[src/rtl/stdp_update_sequencer.sv]
// Sequences one STDP weight-update sweep: issues read addresses, then write-backs delayed by PIPE_LAT.
// Optional macro STDP_REWARD_GATE_EN adds a reward input that gates all write-backs of a sweep.
module stdp_update_sequencer #(
  parameter int NUM_SYN    = 16,
  parameter int ADDR_WIDTH = 4,
  parameter int PIPE_LAT   = 2
) (
  input  logic                  clk,
  input  logic                  rst,
  input  logic                  start,
`ifdef STDP_REWARD_GATE_EN
  input  logic                  reward,
`endif
  input  logic                  hold,
  output logic                  busy,
  output logic                  done,
  output logic                  rd_en,
  output logic [ADDR_WIDTH-1:0] rd_addr,
  output logic                  pipe_en,
  output logic                  wr_en,
  output logic [ADDR_WIDTH-1:0] wr_addr
);

  // state | meaning
  // IDLE  | waiting for start
  // ISSUE | one read address per unstalled cycle
  // DRAIN | reads finished, in-flight write-backs emptying
  // DONE  | single-cycle done pulse
  typedef enum logic [1:0] {S_IDLE, S_ISSUE, S_DRAIN, S_DONE} state_t;

  localparam logic [ADDR_WIDTH-1:0] LAST = ADDR_WIDTH'(NUM_SYN - 1);
  localparam int TAIL = PIPE_LAT - 1;

  state_t                               state_q, state_d;
  logic [ADDR_WIDTH-1:0]                cnt_q, cnt_d;
  logic [PIPE_LAT-1:0]                  vld_q, vld_d;
  logic [PIPE_LAT-1:0][ADDR_WIDTH-1:0]  addr_q, addr_d;
  logic                                 pend;
`ifdef STDP_REWARD_GATE_EN
  logic                                 gate_q, gate_d;
`endif

  // Any valid entry ahead of the tail means write-backs are still in flight.
  always_comb begin
    pend = 1'b0;
    for (int i = 0; i < PIPE_LAT - 1; i++) pend = pend | vld_q[i];
  end

  always_comb begin
    state_d = state_q;
    cnt_d   = cnt_q;
    vld_d   = vld_q;
    addr_d  = addr_q;
`ifdef STDP_REWARD_GATE_EN
    gate_d  = gate_q;
`endif
    if (!hold) begin
      for (int i = PIPE_LAT - 1; i > 0; i--) begin
        vld_d[i]  = vld_q[i-1];
        addr_d[i] = addr_q[i-1];
      end
      vld_d[0]  = (state_q == S_ISSUE);
      addr_d[0] = (state_q == S_ISSUE) ? cnt_q : '0;
    end
    case (state_q)
      S_IDLE: begin
        if (start) begin
          state_d = S_ISSUE;
          cnt_d   = '0;
`ifdef STDP_REWARD_GATE_EN
          gate_d  = reward;
`endif
        end
      end
      S_ISSUE: begin
        if (!hold) begin
          if (cnt_q == LAST) begin
            state_d = S_DRAIN;
            cnt_d   = '0;
          end else begin
            cnt_d = cnt_q + 1'b1;
          end
        end
      end
      S_DRAIN: begin
        if (!hold && !pend) state_d = S_DONE;
      end
      default: state_d = S_IDLE;
    endcase
  end

  always_ff @(posedge clk) begin
    if (rst) begin
      state_q <= S_IDLE;
      cnt_q   <= '0;
      vld_q   <= '0;
      addr_q  <= '0;
`ifdef STDP_REWARD_GATE_EN
      gate_q  <= 1'b0;
`endif
    end else begin
      state_q <= state_d;
      cnt_q   <= cnt_d;
      vld_q   <= vld_d;
      addr_q  <= addr_d;
`ifdef STDP_REWARD_GATE_EN
      gate_q  <= gate_d;
`endif
    end
  end

  assign busy    = (state_q == S_ISSUE) || (state_q == S_DRAIN);
  assign done    = (state_q == S_DONE);
  assign rd_en   = (state_q == S_ISSUE);
  assign rd_addr = rd_en ? cnt_q : '0;
  assign pipe_en = ~hold;
  assign wr_addr = vld_q[TAIL] ? addr_q[TAIL] : '0;
`ifdef STDP_REWARD_GATE_EN
  assign wr_en   = vld_q[TAIL] & ~hold & gate_q;
`else
  assign wr_en   = vld_q[TAIL] & ~hold;
`endif

endmodule

[config.mk]
export PLATFORM = sky130hd
export DESIGN_NAME = stdp_update_sequencer
export DESIGN_NICKNAME = d
export VERILOG_FILES = /design/src/rtl/stdp_update_sequencer.sv
export SDC_FILE = /design/constraint.sdc
export NUM_CORES = 1
export LEC_CHECK = 0
export ABC_AREA = 1
export ABC_CLOCK_PERIOD_IN_PS = 1440
export BUFFER_PORTS_ARGS = -buffer_cell sky130_fd_sc_hd__buf_2
export CORE_MARGIN = 2
export CORE_UTILIZATION = 52
export DETAILED_ROUTE_END_ITERATION = 8
export PLACE_DENSITY = 0.73
export SYNTH_ARGS = -nofsm -noshare
export SYNTH_HDL_FRONTEND = slang
export SYNTH_SLANG_ARGS = --single-unit
[constraint.sdc]
create_clock -name clk -period 1.44 [get_ports clk]
set_input_delay 0.432 -clock clk [delete_from_list [all_inputs] [get_ports clk]]
set_output_delay 0.432 -clock clk [all_outputs]
set_load 0.01 [all_outputs]
---- After elaboration in Yosys (flattened, before gate mapping) ----
Index checks and enable logic that the tools add are counted.
word-level totals
  output and inout port bits .............. 13
  register bits ........................... 16
  input port bits ......................... 4
operators by class
  equality and inequality tests ........... 8
  $add $sub $neg .......................... 1
  reduce and logical (&&, ||, !) cells .... 8
  bitwise logic cells ..................... 2
  multiplexer cells ....................... 11
operator list
  operator             count
  $mux 4               5
  $mux 2               4
  $pmux 4 s2           1
  $ne 2x2->1 const B   3
  $pmux 2 s3           1
  $add 4x1->4 const B  1
  $eq 2x2->1 const B   2
  $eq 4x4->1 const B   1
  $reduce_and 4->1     1
  $reduce_and 3->1     1
  $eq 2x1->1 const B   1
  $logic_not 1->1      2
  $logic_not 2->1      1
  $ne 2x1->1 const B   1
  $reduce_bool 2->1    1
  $and 1x1->1          1
  $logic_and 1x1->1    1
  $logic_or 1x1->1     1
  $not 1->1            1

---- Logic depth before layout (Yosys ltp) ----
  depth in word-level cells ............... 4
  mapped depth ............................ 9
  mapped depth without buffers ............ 9

---- Least setup slack after synthesis ----
OpenSTA, ideal clock, no wires.
  path kind ............................... register to register
  start ................................... reg state_q[1]
  end ..................................... reg cnt_q[3]
  period minus slack after synthesis ...... 1,274 ps
  path buffers ............................ 0
  cell stages (with the launch flop) ...... 8
  data arrival time ....................... 1,204 ps
  slack ................................... 166 ps
  path through ............................ dfxtp_1 -> inv_1 -> ha_1 -> nand2_1 -> nand3_4 -> nor2_2 -> nand2_1 -> a21oi_1
between the ends
  cells in the longest elaborated chain, start to end .. 3
  elaborated cells on any way between the ends .. 7
  those cells by class .................... eq/ne: 3; mux: 1; reduce/logical: 3
RTL lines
  item                                                       RTL line  source
  from (decl)                                                34        state_t state_q, state_d;
  from (signal assigned)                                     102       state_q <= state_d;
  $eq 2x1->1 *                                               n/a
  named net rd_en                                            17        output logic rd_en,
  $ne 2x2->1 (no line) or $reduce_bool 2->1 (tied branches)  n/a
  $reduce_and 3->1 (no line)                                 n/a
  to (signal assigned)                                       103       cnt_q <= cnt_d;
  to (decl)                                                  35        logic [ADDR_WIDTH-1:0] cnt_q, cnt_d;
Mark *: on every way through the listed nets, which the timed path passes. The rest lies on a longest branch.
A chain may end at the register's enable or synchronous reset.

---- Worst setup path after layout ----
  start ................................... reg state_q[1]
  end ..................................... out rd_addr[3]
between the ends
  cells in the longest elaborated chain, start to end .. 2
RTL lines
  item        RTL line  source
  $eq 2x1->1  114       assign rd_en = (state_q == S_ISSUE);
  $mux 4      115       assign rd_addr = rd_en ? cnt_q : '0;
  to (decl)   18        output logic [ADDR_WIDTH-1:0] rd_addr,
Every way passes these cells.

==> impl_metrics.ini <==
[power_and_ir_drop]
pwr_density_cell_nw_per_um2 = 1530
p_comb_share_pct = 53.2
peakVddDrop_mv = 1.27
switching_share_pct = 40.4
p_leak_nw = 0.595
p_int_mw = 1.05
p_sw_uw = 713
clkPwrFrac_pct = 13.1
seqPwrFrac_pct = 33.7
power_mw = 1.77

[global_route]
grt-ovfl-total = 0
grt_max_degree = 14
grt_pass1_wl_um = 2970
antenna_found_initial = 0
grtUsageTotal_pct = 20.2
grt_pass1_vias = 748

[drt]
drt_first_pass_iters = 4
drt_iter0_drc = 16
final_antenna_net_count = 0
vias_per_cell = 5.06
vias = 830
wl_per_cell_um = 12.2
finalWirelength_um = 2010
drcViolationCount = 0

[placement]
routabilityCongestion = 0.841
portBuffers = 16
hpwl_um = 1240
place_ws_ps = 53.2

[clocking]
root_buffer = clkbuf_4
tritoncts = yes
htreeDepth = 1
numCtsBuffers = 3
cts_buffer_depth = 2
clock-sinks = 16
clk_pin_slew_ps = 90
clock_latency_ps = 280
holdBufCountCts = 0

[yosys]
synthMuxAreaShare_pct = 0
synth_top_family_by_area = simple AND/OR/NAND/NOR gates
yosysTopAreaCellShare_pct = 37.1
synth_compound_area_share_pct = 13.2
yosysSeqAreaShare_pct = 37.1
yosys.area.top_type = dfxtp_1
syn-num-nets = 132
ys_ff_latch = 16
synth-simple-area-share_pct = 27.2
synth_fa_ha_area_share_pct = 10.1
synth.cell_area_um2 = 863
yosys_warnings = 0
synth-xor-area-share_pct = 0
synthTopCellsByArea = dfxtp_1 (37%), ha_1 (10%), nand2_1 (10%)
synth_cells = 121
synth.distinct_cells = 20
avgSynthCellArea_um2 = 7.13

[die]
io_pins = 17
initial_core_util_pct = 56.7
core_um2 = 1520
die_y_um = 44.7
fp.dieW_um = 44.7
fp-row-count = 14
die-area_um2 = 2000

[sta]
relSlewSlack_pct = 79.1
grt_setup_unrepaired = true
final_hold_viol_count = 0
worstMarginPinSlew_ps = 313
fin_skew_ps = 6.91
tns_ps = -753
finalSetupViolations = 7
hold_ws_ps = 371
fin_ws_ps = -136
clock.fmax_mhz = 634
min_period_ps = 1580
timing.final.crit_share_pct = 109
maxSlewViolCount = 0

[cells_and_area]
area_delta_synth_final_pct = 33.5
drive_above_1_share_pct = 38.5
mostFrequentLayoutCells = nor2_1 (19), nand2_1 (18), inv_1 (14), dfxtp_1 (13), buf_2 (12)
fin_nets = 161
multiInputGateArea_um2 = 504
final_core_utilization_pct = 75.6
fillers = 103
layout_commonest_cell = nor2_1
regArea_um2 = 327
insertedDiodeCount = 0

[setup_path]
worstSetupStartpointType = flop
cp_max_fo = 5
critPathRequiredTime_ps = 1010
worstSetupEndpointType = output port
arrival_ps = 1140
path_class = flop to output port

[worst_hold_path]
hold_class = input port to flop

[job]
maxCapViolations = 0

[run_status]
failed_checks = setup timing
status = finished, violations left
==> synth_stat cells <==
cell       n
buf_4      1
nor2_2     1
nand2_1   23
nor3_1     1
ha_1       7
o21ai_2    1
nand4_1    2
inv_1     19
o21ai_0    9
nand3_4    1
nor2_1    19
nand3_1    1
inv_2      3
o21ai_1    2
a21oi_1   10
nand2_4    1
buf_6      1
clkbuf_2   1
nand3_2    2
dfxtp_1   16
==> critical path, stage by stage, from the launching register on <==
cell and delay, ps:
dfxtp_2 350, inv_4 90, ha_4 180, nand2_2 80, inv_1 60, buf_2 120
==> stage by stage <==
| stage | cell area (µm²) | cells |
|---|---|---|
| after floorplan | 863 | 121 |
| after global placement | 962 | 153 |
| after detailed placement | 962 | 153 |
| after CTS | 1050 | 158 |
| after global routing | 1150 | 164 |
| final | 1150 | 164 |
==> power by group through the flow <==
stage,sequential [mW],clock (mW),combinational (mW)
finish,0.595,0.232,0.940
global route,0.601,0.260,1.04
CTS,0.586,0.237,0.750
detailed placement,0.572,0,0.620
global placement,0.569,0,0.597
floorplan,0.563,0,0.481
==> area by class of cell <==
class | instances | area share [%]
Inverter | 22 | 7.60
Clock buffer | 3 | 1.95
Sequential cell | 16 | 28.3
Timing Repair Buffer | 27 | 16.6
Tap cell | 16 | 1.74
Multi-Input combinational cell | 80 | 43.8
==> logic make-up after synthesis <==
| family | Yosys count |
|---|---|
| AND/OR/NAND/NOR | 51 |
| adder cells (fa/ha/maj) | 7 |
| flip-flops | 16 |
| AO/OA/AOI/OAI | 22 |
| buffers and inverters | 25 |
==> registers in the layout, indices dropped and copies added, names as in the netlist <==
signal	count
addr_q	8
vld_q	2
cnt_q	4
state_q	2
==> layer usage <==
metal,part of all wire [%],vias to the layer above,track usage (%)
met2,52,28,35.1
met3,5.3,2,6.00
met5,0,-,0
met1,41,369,23.0
met4,0.95,0,7.88
li1,-,431,-
==> final timing paths <==
| kind | startpoint | endpoint | slack, ps | depth (start not counted) |
|---|---|---|---|---|
| hold / removal | rst | cnt_q[3]$_SDFFE_PP0P_ | 370 | 2 |
| setup / recovery | state_q[1]$_SDFFE_PP0P_ | rd_addr[3] | -140 | 5 |
| hold reg to reg | addr_q[4]$_SDFFE_PP0N_ | addr_q[4]$_SDFFE_PP0N_ | 490 | 2 |
| setup reg to reg | state_q[1]$_SDFFE_PP0P_ | cnt_q[3]$_SDFFE_PP0P_ | 10 | 9 |
==> what timing repair did <==
action,CTS,global route
gates resized for setup,15,14
pin swaps,1,2
hold endpoints to repair,0,0
endpoints found under the setup margin,7,8
buffers inserted,2,6
(Power assumes the default switching activity.)
